File: config.mk
export PLATFORM = sky130hd
export DESIGN_NAME = imem_loader_flat
export DESIGN_NICKNAME = d
export VERILOG_FILES = /design/src/rtl/imem_loader_if.sv /design/src/rtl/imem_loader.sv /design/src/flat_wrapper.sv
export SDC_FILE = /design/constraint.sdc
export NUM_CORES = 1
export LEC_CHECK = 0
export ABC_AREA = 1
export BUFFER_PORTS_ARGS = -buffer_cell sky130_fd_sc_hd__buf_4
export CAP_MARGIN = 5
export CORE_UTILIZATION = 35
export DETAILED_ROUTE_END_ITERATION = 6
export GPL_ROUTABILITY_DRIVEN = 0
export SLEW_MARGIN = 20
export SYNTH_ARGS = -nofsm -noshare
export SYNTH_HDL_FRONTEND = slang
export SYNTH_SLANG_ARGS = --single-unit
File: constraint.sdc
create_clock -name clk -period 2.1 [get_ports clk]
set_clock_uncertainty 0.1 [all_clocks]
set_input_delay 0.105 -clock clk [delete_from_list [all_inputs] [get_ports clk]]
set_output_delay 0.105 -clock clk [all_outputs]
set_load 0.03 [all_outputs]
File: src/rtl/imem_loader_if.sv
// ---------------------------------------------------------------------------
// imem_loader_if
//   Bundles the byte-receive handshake and the instruction-memory write port
//   of the image loader.
//
//   rx_data  [7:0]  image byte from the host/UART receiver
//   rx_valid        rx_data valid
//   rx_ready        loader accepts the byte (transfer on rx_valid && rx_ready)
//   wr_en           instruction-memory write strobe, one cycle per word
//   wr_addr [31:0]  byte address of the write
//   wr_data [31:0]  little-endian assembled word
//
//   slave  : the loader itself
//   master : the byte source / memory side that talks to the loader
// ---------------------------------------------------------------------------
interface imem_loader_if;
    logic [7:0]  rx_data;
    logic        rx_valid;
    logic        rx_ready;
    logic        wr_en;
    logic [31:0] wr_addr;
    logic [31:0] wr_data;

    modport slave (
        input  rx_data, rx_valid,
        output rx_ready, wr_en, wr_addr, wr_data
    );

    modport master (
        output rx_data, rx_valid,
        input  rx_ready, wr_en, wr_addr, wr_data
    );
endinterface

File: src/rtl/imem_loader.sv
// ---------------------------------------------------------------------------
// imem_loader
//   Receives a byte-serial program image (4-byte little-endian word count N,
//   then 4*N payload bytes), assembles little-endian 32-bit words and writes
//   them to instruction memory starting at BASE_ADDR. The CPU is held in
//   reset (cpu_hold=1) until the image has been completely written.
//
//   Optional feature macro: LOADER_CHECKSUM_EN
//     When defined, a trailing byte equal to the XOR of all payload bytes
//     follows the payload; a mismatch sends the loader to the error state.
//
//   Ports
//     clk           system clock, rising edge
//     rst_n         asynchronous active-low reset
//     bus           imem_loader_if.slave (rx handshake + memory write port)
//     load_start    one-cycle pulse, restarts a load from DONE or ERR
//     cpu_hold      1 = keep the CPU in reset
//     words_loaded  number of write strobes issued in the current load
//     load_error    high while in the error state (sticky until load_start)
// ---------------------------------------------------------------------------
module imem_loader #(
    parameter int          ADDR_WIDTH = 12,
    parameter logic [31:0] BASE_ADDR  = 32'hBFC00000
) (
    input  logic                  clk,
    input  logic                  rst_n,
    imem_loader_if.slave          bus,
    input  logic                  load_start,
    output logic                  cpu_hold,
    output logic [ADDR_WIDTH-2:0] words_loaded,
    output logic                  load_error
);

    localparam int unsigned MAX_WORDS = 2 ** (ADDR_WIDTH - 2);
    localparam int          CW        = ADDR_WIDTH - 1;

    typedef enum logic [2:0] {
        S_LEN  = 3'd0,
        S_DATA = 3'd1,
`ifdef LOADER_CHECKSUM_EN
        S_CSUM = 3'd2,
`endif
        S_DONE = 3'd3,
        S_ERR  = 3'd4
    } state_t;

    state_t         state_q, state_d;
    logic [1:0]     byte_cnt_q, byte_cnt_d;
    logic [31:0]    shift_q, shift_d;
    logic [CW-1:0]  len_q, len_d;
    logic [CW-1:0]  word_idx_q, word_idx_d;
    logic [CW-1:0]  words_q, words_d;
    logic           wr_en_q, wr_en_d;
    logic [31:0]    wr_addr_q, wr_addr_d;
    logic [31:0]    wr_data_q, wr_data_d;
    logic           cpu_hold_q, cpu_hold_d;
`ifdef LOADER_CHECKSUM_EN
    logic [7:0]     csum_q, csum_d;
`endif

    logic           rx_ready;
    logic           accept;
    logic [31:0]    shifted;
    logic [CW-1:0]  idx_next;

    // Bytes arrive LSB first, so shifting right leaves the first byte in [7:0].
    assign shifted  = {bus.rx_data, shift_q[31:8]};
    assign idx_next = word_idx_q + CW'(1);

    always_comb begin
        rx_ready = 1'b0;
        case (state_q)
            S_LEN, S_DATA: rx_ready = 1'b1;
`ifdef LOADER_CHECKSUM_EN
            S_CSUM:        rx_ready = 1'b1;
`endif
            default:       rx_ready = 1'b0;
        endcase
    end

    assign accept = bus.rx_valid && rx_ready;

    always_comb begin
        state_d    = state_q;
        byte_cnt_d = byte_cnt_q;
        shift_d    = shift_q;
        len_d      = len_q;
        word_idx_d = word_idx_q;
        words_d    = words_q;
        wr_en_d    = 1'b0;
        wr_addr_d  = wr_addr_q;
        wr_data_d  = wr_data_q;
        cpu_hold_d = cpu_hold_q;
`ifdef LOADER_CHECKSUM_EN
        csum_d     = csum_q;
`endif

        // words_loaded trails the strobe by one cycle; a restart below wins.
        if (wr_en_q) begin
            words_d = words_q + CW'(1);
        end

        case (state_q)
            S_LEN: begin
                cpu_hold_d = 1'b1;
                if (accept) begin
                    byte_cnt_d = byte_cnt_q + 2'd1;
                    shift_d    = shifted;
                    if (byte_cnt_q == 2'd3) begin
                        if (shifted == 32'd0) begin
`ifdef LOADER_CHECKSUM_EN
                            state_d = S_CSUM;
`else
                            state_d    = S_DONE;
                            cpu_hold_d = 1'b0;
`endif
                        end else if (shifted > 32'(MAX_WORDS)) begin
                            state_d = S_ERR;
                        end else begin
                            len_d   = shifted[CW-1:0];
                            state_d = S_DATA;
                        end
                    end
                end
            end

            S_DATA: begin
                cpu_hold_d = 1'b1;
                if (accept) begin
                    byte_cnt_d = byte_cnt_q + 2'd1;
                    shift_d    = shifted;
`ifdef LOADER_CHECKSUM_EN
                    csum_d     = csum_q ^ bus.rx_data;
`endif
                    if (byte_cnt_q == 2'd3) begin
                        // Write strobe lands exactly one cycle after byte 4.
                        wr_en_d    = 1'b1;
                        wr_data_d  = shifted;
                        wr_addr_d  = BASE_ADDR + (32'(word_idx_q) << 2);
                        word_idx_d = idx_next;
                        if (idx_next == len_q) begin
`ifdef LOADER_CHECKSUM_EN
                            state_d = S_CSUM;
`else
                            // cpu_hold drops from DONE, i.e. after the strobe.
                            state_d = S_DONE;
`endif
                        end
                    end
                end
            end

`ifdef LOADER_CHECKSUM_EN
            S_CSUM: begin
                cpu_hold_d = 1'b1;
                if (accept) begin
                    if (bus.rx_data == csum_q) begin
                        state_d    = S_DONE;
                        cpu_hold_d = 1'b0;
                    end else begin
                        state_d = S_ERR;
                    end
                end
            end
`endif

            S_DONE: begin
                cpu_hold_d = 1'b0;
            end

            S_ERR: begin
                cpu_hold_d = 1'b1;
            end

            default: begin
                state_d = S_LEN;
            end
        endcase

        if (load_start && (state_q == S_DONE || state_q == S_ERR)) begin
            state_d    = S_LEN;
            byte_cnt_d = 2'd0;
            shift_d    = 32'd0;
            len_d      = '0;
            word_idx_d = '0;
            words_d    = '0;
            wr_addr_d  = BASE_ADDR;
            cpu_hold_d = 1'b1;
`ifdef LOADER_CHECKSUM_EN
            csum_d     = 8'd0;
`endif
        end
    end

    always_ff @(posedge clk or negedge rst_n) begin
        if (!rst_n) begin
            state_q    <= S_LEN;
            byte_cnt_q <= 2'd0;
            shift_q    <= 32'd0;
            len_q      <= '0;
            word_idx_q <= '0;
            words_q    <= '0;
            wr_en_q    <= 1'b0;
            wr_addr_q  <= BASE_ADDR;
            wr_data_q  <= 32'd0;
            cpu_hold_q <= 1'b1;
`ifdef LOADER_CHECKSUM_EN
            csum_q     <= 8'd0;
`endif
        end else begin
            state_q    <= state_d;
            byte_cnt_q <= byte_cnt_d;
            shift_q    <= shift_d;
            len_q      <= len_d;
            word_idx_q <= word_idx_d;
            words_q    <= words_d;
            wr_en_q    <= wr_en_d;
            wr_addr_q  <= wr_addr_d;
            wr_data_q  <= wr_data_d;
            cpu_hold_q <= cpu_hold_d;
`ifdef LOADER_CHECKSUM_EN
            csum_q     <= csum_d;
`endif
        end
    end

    assign bus.rx_ready  = rx_ready;
    assign bus.wr_en     = wr_en_q;
    assign bus.wr_addr   = wr_addr_q;
    assign bus.wr_data   = wr_data_q;
    assign cpu_hold      = cpu_hold_q;
    assign words_loaded  = words_q;
    assign load_error    = (state_q == S_ERR);

endmodule

File: src/flat_wrapper.sv
// flat-port wrapper written by rule: the top's interface ports become plain ports
module imem_loader_flat 
#(
    parameter int          ADDR_WIDTH = 12,
    parameter logic [31:0] BASE_ADDR  = 32'hBFC00000
)
  (clk, rst_n, load_start, cpu_hold, words_loaded, load_error, bus_rx_data, bus_rx_valid, bus_rx_ready, bus_wr_en, bus_wr_addr, bus_wr_data);
  imem_loader_if bus_i ();
  input  logic clk;
  input  logic rst_n;
  input  logic load_start;
  output logic cpu_hold;
  output logic [ADDR_WIDTH-2:0] words_loaded;
  output logic load_error;
  input wire logic [$bits(bus_i.rx_data)-1:0] bus_rx_data;
  input wire logic [$bits(bus_i.rx_valid)-1:0] bus_rx_valid;
  output wire logic [$bits(bus_i.rx_ready)-1:0] bus_rx_ready;
  output wire logic [$bits(bus_i.wr_en)-1:0] bus_wr_en;
  output wire logic [$bits(bus_i.wr_addr)-1:0] bus_wr_addr;
  output wire logic [$bits(bus_i.wr_data)-1:0] bus_wr_data;
  assign bus_i.rx_data = bus_rx_data;
  assign bus_i.rx_valid = bus_rx_valid;
  assign bus_rx_ready = bus_i.rx_ready;
  assign bus_wr_en = bus_i.wr_en;
  assign bus_wr_addr = bus_i.wr_addr;
  assign bus_wr_data = bus_i.wr_data;
  imem_loader #(.ADDR_WIDTH(ADDR_WIDTH), .BASE_ADDR(BASE_ADDR)) u_core (.clk(clk), .rst_n(rst_n), .bus(bus_i), .load_start(load_start), .cpu_hold(cpu_hold), .words_loaded(words_loaded), .load_error(load_error));
endmodule
==> results.md, run 1 <==
- Post-DRT Antenna Nets: 0
- Worst min-delay path class: in2reg
- Crit-path slowest cell: dfrtp_1
- Avg Vias per Cell: 4.83
- Worst path cell trace: or2_1, nor2_1, nand2_1, nor2_1, nand4_2, nand4_4, nand2_1, nand2_1, nand2_1
- Mapped Cells: 615
- Initial core utilization: 36.5%
- Synth area leaders: dfrtp_1 52%, nand2_1 11%, inv_1 6.1%
- Actual slew at the worst max-slew pin: 667 ps
- LEAKAGE: 3.14 nW
- Sequential area share after synthesis: 52.1%
- R2r startpoint: u_core.shift_q[31]
- Number of synthesized flops with an enable pin: 0
- GRT Resource Usage Total: between 10% and 20%
- Die width: 123 um
- Crit-path max FO: 18
- Max Freq: 516 MHz
- Int Pwr: ~0.0037 W
- Hold Startpoint: bus_rx_valid
- Area of the multi-input gates: 1930 um2
- Leading area contributor after synthesis: dfrtp_1
- Most used cell along the critical path: nand2_1
- CP Capture Type: flop
- WS Path Type: reg2reg
- CTS Buf Count: 9
- Crit path time final: 1940 ps
- Die height: 123 um
- Top cell type's share of synthesized area: 51.6%
- Post-synth cell types: 40
- Flop pwr share: between 40% and 50%
- Switching power total: roughly 0.0021 W
- Critical path startpoint category: flop
- Reg2Reg Depth: 9
- Hold depth: 4
- Core Box Area: 14,100 um2
- H-tree Lvls: 3
- Top cell family by delay on the critical path: simple AND/OR/NAND/NOR gates
- Max-cap violation count: 0
- Slowest stage delay, CP: 440 ps
- Endpoints failing hold: 0
- Global-route wire length before repair: 20,100 um
- Detailed Place HPWL: between 8000 and 9000 um
- Main flop type after synthesis: dfrtp_1
- Commonest cells in the synthesized netlist: 144 x nand2_1, 106 x dfrtp_1, 83 x inv_1
- Combinational share of power: 25.5%
- Total vias in the final route: roughly 4.2k
- Tot Pwr: around 0.0057 W
- Clock Path Buffers: 2
- Cell Pwr Density: between 900 and 1000 nW/um2
- CP required: roughly 2300 ps
- CTS Root Cell: clkbuf_16
- Clock power share: about 28%
- Post-synthesis average cell area: 8.36 um2
- Setup violations, final: 0
- Outcome: finished, final reports clean
- Post-CTS setup buffer count: 0
- Yosys reg bits: 107
- Std cell rows: 43
- Largest net degree at the start of global routing: 51
- Setup TNS: 0 ps
- Nets: 709
- Worst-path clk slew: ~80 ps
- CP arrival: 2090 ps
- Register area: 2680 um2
- Most common cell in the netlist: nand2_1
- Reg-to-reg setup timing slack: between 150 and 200 ps
- Wire per inst: 13.7 um
- DR pass1 iterations: 5
- Post-Syn Area: 5140 um2
- GRT overflow: 0
- Share of layout cells above drive strength 1: 16.7%
- Tcrit/Tclk final: between 90% and 100%
- Ant. Diodes: 0
- # port buffers: slightly below 70
- Area of the die: 15,200 um2
- R2R Path End: u_core.len_q[10]
- Initial DRC Count: ~270
- Final instance area: a little over 6000 um2
- I/O pin cnt: 91
- Skew-Pair Late Insertion Delay: 360 ps
- Drt total wl: between 10,000 and 15,000 um
- Number of global-route vias before repair: 4,082
- Synth warnings: 0
- DR DRC count: 0
- Initial antenna violation count: 0
- Utilization after layout: 43.7%
- Pins Over Slew Limit: 0
- Worst vdd ir: 0.513 mV
- CTS Sinks: 107
- Async SR Flop Fraction: 100%
- Area delta synth->final: 19.9%
- RSZ-0062 raised after global routing: false
- FILL cells: 1,425
- CTS tree: yes
- WP buf/inv: 0
- Sw Ratio: a little over a third
- Slew HR: 55.6%
- Dpl cell area: 5790 um2
- Hold endpoint: u_core.byte_cnt_q[0]
==> stage by stage <==
stage	setup slack, ps	cells	hold slack (ps)
4_1_cts	150	879	55.3
6_report	163	879	75.7
3_5_place_dp	166	854	87.0
5_1_grt	3.81	879	99.5
3_3_place_gp	195	854	83.0
2_1_floorplan	220	634	-291
==> per-layer routing <==
layer / wire, um / track usage (%)
met5: 0 / 0
met4: 155 / 4.44
met1: 5540 / 22.4
met3: 515 / 4.20
met2: 5860 / 28.6
==> worst max path at each step <==
| stage | end | from | cells past startpoint |
|---|---|---|---|
| global route | u_core.words_loaded[10] | u_core.words_loaded[0] | 10 |
| CTS | u_core.len_q[10] | u_core.shift_q[31] | 9 |
| finish | u_core.len_q[10] | u_core.shift_q[31] | 9 |
| floorplan | u_core.words_loaded[10] | u_core.words_loaded[1] | 10 |
| detailed placement | u_core.len_q[9] | u_core.shift_q[31] | 9 |
| global placement | u_core.len_q[9] | u_core.shift_q[31] | 9 |
==> worst min-delay path, cell delays in order <==
cell and delay (ps):
buf_4 90, nand2_1 80, xor2_1 150, nor2_1 60
==> registers in the layout, summed over array words and instances, names as in the netlist <==
register / count
u_core.bus.wr_data: 32
u_core.bus.wr_en: 1
u_core.state_q: 3
u_core.words_loaded: 11
u_core.shift_q: 24
u_core.cpu_hold: 1
u_core.byte_cnt_q: 2
u_core.len_q: 11
u_core.word_idx_q: 11
u_core.bus.wr_addr: 11
==> timing repair <==
item / in CTS / in global routing
endpoints found under the setup margin: 0 / 1
hold buffers: 9 / 0
endpoints found under the hold margin: 61 / 0
resized for setup: 0 / 1
==> cells by family (layout without fill, tap and decap cells) <==
family	count (synthesis)	in the layout	synth area share, %
other	2	21	0.146
multiplexers	1	1	0.195
buffers and inverters	128	193	11.8
AO/OA/AOI/OAI	100	100	11.2
XOR/XNOR	2	2	0.341
adder cells (fa/ha/maj)	3	3	0.730
flip-flops	107	107	52.1
AND/OR/NAND/NOR	272	272	23.5
==> area by class of cell <==
class / instances / area share [%]
Clock buffer: 11 / 3.78
Clock inverter: 5 / 0.771
Inverter: 87 / 5.30
Multi-Input combinational cell: 399 / 31.3
Sequential cell: 107 / 43.5
Tap cell: 180 / 3.65
Timing Repair Buffer: 90 / 11.7
==> cells in the final DEF, fill, tap and decap left out, types with 3 or more instances in the layout <==
| cell type | synthesis | final |
|---|---|---|
| nor3_1 | 3 | 3 |
| a22oi_1 | 22 | 22 |
| nand2_2 | 3 | 3 |
| nor2_1 | 48 | 48 |
| o21ai_0 | 40 | 40 |
| buf_4 | 22 | 79 |
| o21ai_1 | 18 | 18 |
| conb_1 | 2 | 21 |
| dlygate4sd3_1 | 0 | 9 |
| inv_1 | 83 | 83 |
| nand3b_1 | 3 | 3 |
| nand2_1 | 144 | 144 |
| nand3_1 | 48 | 48 |
| nor4_1 | 4 | 4 |
| a21oi_1 | 9 | 9 |
| nor2_2 | 6 | 6 |
| o22ai_1 | 8 | 8 |
| clkbuf_16 | 0 | 9 |
| inv_2 | 3 | 3 |
| dfrtp_1 | 106 | 106 |
==> power by group through the flow <==
stage | clock, W | sequential, W | combinational [W]
final | 0.00162 | 0.00265 | 0.00146
after global routing | 0.00174 | 0.00268 | 0.00165
after CTS | 0.00167 | 0.00264 | 0.00147
after detailed placement | 0 | 0.00268 | 0.00145
after global placement | 0 | 0.00267 | 0.00144
after floorplan | 0 | 0.00258 | 0.00112
No activity file was read; power rests on OpenSTA's default activity.
==> run 2: changes to the inputs <==
- CAP_MARGIN: 5 -> 20
- RECOVER_POWER: not set -> 100
- clock period: 2.1 -> 2.5 ns (I/O delays scaled with it)
==> results.md, run 2 (synthesized netlist as in run 1, its figures left out) <==
- Max Freq: 463 MHz (was 516 MHz)
- Worst min-delay path class: in2reg (unchanged)
- WS Path Type: reg2reg (unchanged)
- Cell Pwr Density: 831 nW/um2 (was 930 nW/um2)
- Reg2Reg Depth: 6 (was 9)
- Actual slew at the worst max-slew pin: 1110 ps (was 667 ps)
- Initial DRC Count: 312 (was 269)
- Largest net degree at the start of global routing: 45 (was 51)
- Number of global-route vias before repair: 4,036 (was 4,082)
- # port buffers: 69 (unchanged)
- Crit-path slowest cell: dfrtp_1 (unchanged)
- Share of layout cells above drive strength 1: 6.76% (was 16.7%)
- Crit path time final: 2160 ps (was 1940 ps)
- R2r startpoint: u_core.state_q[2] (was u_core.shift_q[31])
- Area delta synth->final: 14.5% (was 19.9%)
- DR pass1 iterations: 5 (unchanged)
- CTS tree: yes (unchanged)
- Wire per inst: 13.6 um (was 13.7 um)
- Reg-to-reg setup timing slack: 340 ps (was 160 ps)
- Clock Path Buffers: 2 (unchanged)
- Worst-path clk slew: 70 ps (was 80 ps)
- GRT overflow: 0 (unchanged)
- Endpoints failing hold: 0 (unchanged)
- Most used cell along the critical path: nor2_4 (was nand2_1)
- Initial antenna violation count: 0 (unchanged)
- GRT Resource Usage Total: 17.2% (about the same)
- LEAKAGE: 2.89 nW (was 3.14 nW)
- Nets: 705 (was 709)
- CP required: 2610 ps (was 2250 ps)
- RSZ-0062 raised after global routing: false (unchanged)
- Detailed Place HPWL: 8640 um (was 8810 um)
- Most frequent cells in the layout: 146 x nand2_1, 106 x dfrtp_1, 85 x inv_1, 58 x clkbuf_1, 57 x o21ai_0 (was 144 x nand2_1, 106 x dfrtp_1, 83 x inv_1, 79 x buf_4)
- Hold depth: 4 (unchanged)
- Outcome: finished, final reports clean (unchanged)
- Pins Over Slew Limit: 0 (unchanged)
- Hold Startpoint: bus_rx_valid (unchanged)
- Area of the die: 15,200 um2 (unchanged)
- Critical path startpoint category: flop (unchanged)
- DR DRC count: 0 (unchanged)
- Most common cell after layout, fill and taps aside: nand2_1 (unchanged)
- Worst vdd ir: 0.429 mV (was 0.513 mV)
- CTS Buf Count: 9 (unchanged)
- Slew HR: 26.2% (was 55.6%)
- Worst path cell trace: nor2_4, nand3_1, nor2_4, inv_2, nand2_1, o22ai_1 (was or2_1, nor2_1, nand2_1, nor2_1, nand4_2, nand4_4, nand2_1, nand2_1, nand2_1)
- Utilization after layout: 41.7% (was 43.7%)
- CP arrival: 2270 ps (was 2090 ps)
- Setup TNS: 0 ps (unchanged)
- Post-DRT Antenna Nets: 0 (unchanged)
- Cts repair resizes: 0 (unchanged)
- Slowest stage delay, CP: 440 ps (about the same)
- Total vias in the final route: 4,234 (was 4,242)
- Die width: 123 um (unchanged)
- Tot Pwr: 0.00489 W (was 0.00573 W)
- Ant. Diodes: 0 (unchanged)
- Avg Vias per Cell: 4.84 (was 4.83)
- CP Capture Type: flop (unchanged)
- H-tree Lvls: 3 (unchanged)
- Max-cap violation count: 0 (unchanged)
- Post-CTS setup buffer count: 0 (unchanged)
- Initial core utilization: 36.5% (unchanged)
- Tcrit/Tclk final: 86.5% (was 92.2%)
- CTS Sinks: 107 (unchanged)
- Setup violations, final: 0 (unchanged)
- Crit-path max FO: 31 (was 18)
- R2R Path End: u_core.word_idx_q[3] (was u_core.len_q[10])
- I/O pin cnt: 91 (unchanged)
- Global-route wire length before repair: 20,200 um (was 20,100 um)
- CTS Root Cell: clkbuf_16 (unchanged)
- Core Box Area: 14,100 um2 (unchanged)
- Largest register FFs: 32 (unchanged)
- Die height: 123 um (unchanged)
- Std cell rows: 43 (unchanged)
- Drt total wl: 11,900 um (was 12,100 um)
- Skew-Pair Late Insertion Delay: 350 ps (was 360 ps)
- Hold endpoint: u_core.byte_cnt_q[0] (unchanged)
run 2: what timing repair did:
action	CTS	global route
hold endpoints to repair	56	0
endpoints found under the setup margin	0	0
hold buffers	9	0
run 2: worst max-delay path by stage:
stage,startpoint,endpoint
after detailed placement,u_core.state_q[2],u_core.word_idx_q[0]
after floorplan,u_core.words_loaded[1],u_core.words_loaded[10]
after CTS,u_core.state_q[2],u_core.word_idx_q[0]
after global placement,u_core.state_q[2],u_core.word_idx_q[10]
after global routing,u_core.state_q[2],u_core.word_idx_q[0]
final,u_core.state_q[2],u_core.word_idx_q[3]
run 2: cell type report:
type | count | area [um2]
clock buffer | 10 | 239
sequential | 107 | 2680
multi-input combinational | 399 | 1900
clock inverter | 6 | 71.3
tap | 180 | 225
fill | 1457 | 8210
inverter | 87 | 327
timing repair buffer | 86 | 445
run 2: power breakdown:
part	internal [W]	switching [W]	total, W
sequential	0.00197	0.000251	0.00222
clock	0.000815	0.000672	0.00149
combinational	0.000387	0.000796	0.00118
run 2: critical path, delay by kind of cell, from the launching register on:
kind                   cells  cell delay, ps
AND/OR/NAND/NOR            4            1070
flip-flops                 1             440
buffers and inverters      1             260
AO/OA/AOI/OAI              1             140
run 2: through the flow:
stage                     instances  hold slack, ps  setup WS, ps  instance area, um2
after detailed placement        850            76.3           466                5750
after global placement          850            61.5           478                5750
after global routing            875             135           162                5880
after CTS                       875            49.6           435                6150
final                           875            78.5           338                5880
after floorplan                 634            -271           620                5210
run 2: layer usage:
layer | wire length, um | share of wire [%] | GRT usage, % | vias up
li1 | - | - | - | 2084
met1 | 5490 | 46 | 23.0 | 2029
met2 | 5780 | 48 | 27.9 | 115
met3 | 575 | 4.8 | 4.24 | 6
met4 | 78 | 0.65 | 4.22 | 0
met5 | 0 | 0 | 0 | -
==> run 3: changes to the inputs <==
- REMOVE_ABC_BUFFERS: not set -> 1
==> results.md, run 3 (synthesized netlist as in run 1, its figures left out) <==
- Area of the die: 15,200 um2 (unchanged)
- Max Freq: 477 MHz (was 463 MHz)
- Most frequent cells in the layout: 145 x nand2_1, 106 x dfrtp_1, 85 x inv_1, 57 x clkbuf_1, 54 x o21ai_0 (was 146 x nand2_1, 106 x dfrtp_1, 85 x inv_1, 58 x clkbuf_1, 57 x o21ai_0)
- DR pass1 iterations: 4 (was 5)
- Slowest stage delay, CP: 410 ps (was 440 ps)
- Crit path time final: 2100 ps (was 2160 ps)
- CP required: 2620 ps (was 2610 ps)
- Most used cell along the critical path: nor2_1 (was nor2_4)
- Flop pwr share: 46.2% (was 45.4%)
- Busiest layer in global routing: met2 (unchanged)
- Total vias in the final route: 4,173 (was 4,234)
- R2R Path End: u_core.bus.wr_data[26] (was u_core.word_idx_q[3])
- GRT overflow: 0 (unchanged)
- Sw Ratio: 34.4% (was 35.1%)
- CTS Root Cell: clkbuf_16 (unchanged)
- RSZ-0062 raised after global routing: false (unchanged)
- Setup violations, final: 0 (unchanged)
- Share of layout cells above drive strength 1: 6.91% (was 6.76%)
- Global-route wire length before repair: 19,700 um (was 20,200 um)
- Initial DRC Count: 233 (was 312)
- CTS Buf Count: 9 (unchanged)
- Switching power total: 0.00165 W (was 0.00172 W)
- Die height: 123 um (unchanged)
- FILL cells: 1,463 (was 1,457)
- Crit-path max FO: 26 (was 31)
- # port buffers: 69 (unchanged)
- WS Path Type: reg2reg (unchanged)
- Nets: 706 (was 705)
- Ant. Diodes: 0 (unchanged)
- Detailed Place HPWL: 8460 um (was 8640 um)
- Setup TNS: 0 ps (unchanged)
- Worst path cell trace: nor2_1, nand3_1, nor2_1, inv_1, clkbuf_2, nand2_1, o21ai_0 (was nor2_4, nand3_1, nor2_4, inv_2, nand2_1, o22ai_1)
- Slew HR: 31.9% (was 26.2%)
- Hold Startpoint: bus_rx_valid (unchanged)
- Wire per inst: 13.3 um (was 13.6 um)
- Reg-to-reg setup timing slack: 400 ps (was 340 ps)
- Initial core utilization: 36.5% (unchanged)
- R2r startpoint: u_core.state_q[2] (unchanged)
- Worst vdd ir: 0.446 mV (was 0.429 mV)
- Int Pwr: 0.00315 W (was 0.00317 W)
- DR DRC count: 0 (unchanged)
- Reg2Reg Depth: 7 (was 6)
- Largest register FFs: 32 (unchanged)
- GRT Resource Usage Total: 16.8% (was 17.2%)
- Initial antenna violation count: 0 (unchanged)
- I/O pin cnt: 91 (unchanged)
- Met3 GRT Util: 4.01% (was 4.24%)
- Largest net degree at the start of global routing: 49 (was 45)
- Std cell rows: 43 (unchanged)
- Endpoints failing hold: 0 (unchanged)
- CP arrival: 2210 ps (was 2270 ps)
- Hold endpoint: u_core.byte_cnt_q[0] (unchanged)
- Most common cell after layout, fill and taps aside: nand2_1 (unchanged)
- Post-DRT Antenna Nets: 0 (unchanged)
- Die width: 123 um (unchanged)
- Actual slew at the worst max-slew pin: 1020 ps (was 1110 ps)
- Critical path startpoint category: flop (unchanged)
- Crit-path slowest cell: dfrtp_1 (unchanged)
- Clock Path Buffers: 2 (unchanged)
- H-tree Lvls: 3 (unchanged)
- Clock power share: 30.0% (was 30.4%)
- Skew-Pair Late Insertion Delay: 350 ps (about the same)
- Tot Pwr: 0.00480 W (was 0.00489 W)
- Area delta synth->final: 14.2% (was 14.5%)
- Hold depth: 4 (unchanged)
- Pins Over Slew Limit: 0 (unchanged)
- CP Capture Type: flop (unchanged)
- Number of global-route vias before repair: 3,999 (was 4,036)
- Core Box Area: 14,100 um2 (unchanged)
- Avg Vias per Cell: 4.77 (was 4.84)
- Cell Pwr Density: 818 nW/um2 (was 831 nW/um2)
- LEAKAGE: 2.88 nW (was 2.89 nW)
- Tcrit/Tclk final: 83.8% (was 86.5%)
- CTS Sinks: 107 (unchanged)
- Hold Slack: 83.5 ps (was 78.5 ps)
- Worst-path clk slew: 70 ps (about the same)
- Max-cap violation count: 0 (unchanged)
- Drt total wl: 11,700 um (was 11,900 um)
- Hold_buf cts: 9 (unchanged)
- Cts repair resizes: 0 (unchanged)
- Outcome: finished, final reports clean (unchanged)
- GR Util met2: 27.5% (was 27.9%)
- Post-CTS setup buffer count: 0 (unchanged)
- Combinational share of power: 23.9% (was 24.2%)
- Worst min-delay path class: in2reg (unchanged)
- Met1 Use GR: 22.1% (was 23.0%)
- CTS tree: yes (unchanged)
## run 3: cell type report
type                            count  area (um2)  share of cell area (%)
Sequential cell                   107        2680                    45.6
Inverter                           87         327                    5.56
Clock buffer                       10         239                    4.07
Clock inverter                      5        60.1                    1.02
Timing Repair Buffer               87         454                    7.73
Tap cell                          180         225                    3.84
Multi-Input combinational cell    399        1890                    32.2
## run 3: worst max-delay path by stage
stage	start	endpoint	depth (start not counted)
floorplan	u_core.byte_cnt_q[0]	u_core.word_idx_q[10]	6
global placement	u_core.state_q[0]	u_core.shift_q[25]	10
detailed placement	u_core.state_q[0]	u_core.shift_q[20]	10
CTS	u_core.state_q[0]	u_core.shift_q[20]	10
global route	u_core.state_q[2]	u_core.state_q[0]	11
finish	u_core.state_q[2]	u_core.bus.wr_data[26]	7
## run 3: worst max-delay path: cells and delay by family, from the launching register on
family | cells | cell delay (ps)
AND/OR/NAND/NOR | 4 | 910
buffers and inverters | 2 | 440
flip-flops | 1 | 410
AO/OA/AOI/OAI | 1 | 90
## run 3: power groups by stage
stage / logic [W] / clock network [W] / registers (W)
2_1_floorplan: 0.000859 / 0 / 0.00216
3_3_place_gp: 0.00117 / 0 / 0.00225
3_5_place_dp: 0.00119 / 0 / 0.00225
4_1_cts: 0.00121 / 0.00148 / 0.00222
5_1_grt: 0.00132 / 0.00154 / 0.00226
6_report: 0.00115 / 0.00144 / 0.00222
## run 3: through the flow
stage               setup WS [ps]  instances  utilization (%)  cell area [um2]
finish                        404        875             41.7             5870
global placement              512        851             40.8             5760
CTS                           427        875             43.6             6140
global route                  176        875             41.7             5870
floorplan                     275        593                -             4930
detailed placement            449        851             40.8             5760
## run 3: layer usage
layer | part of all wire (%) | vias up
met5 | 0 | -
met4 | 1.3 | 0
met3 | 4.6 | 14
met2 | 48 | 105
met1 | 46 | 1969
li1 | - | 2085
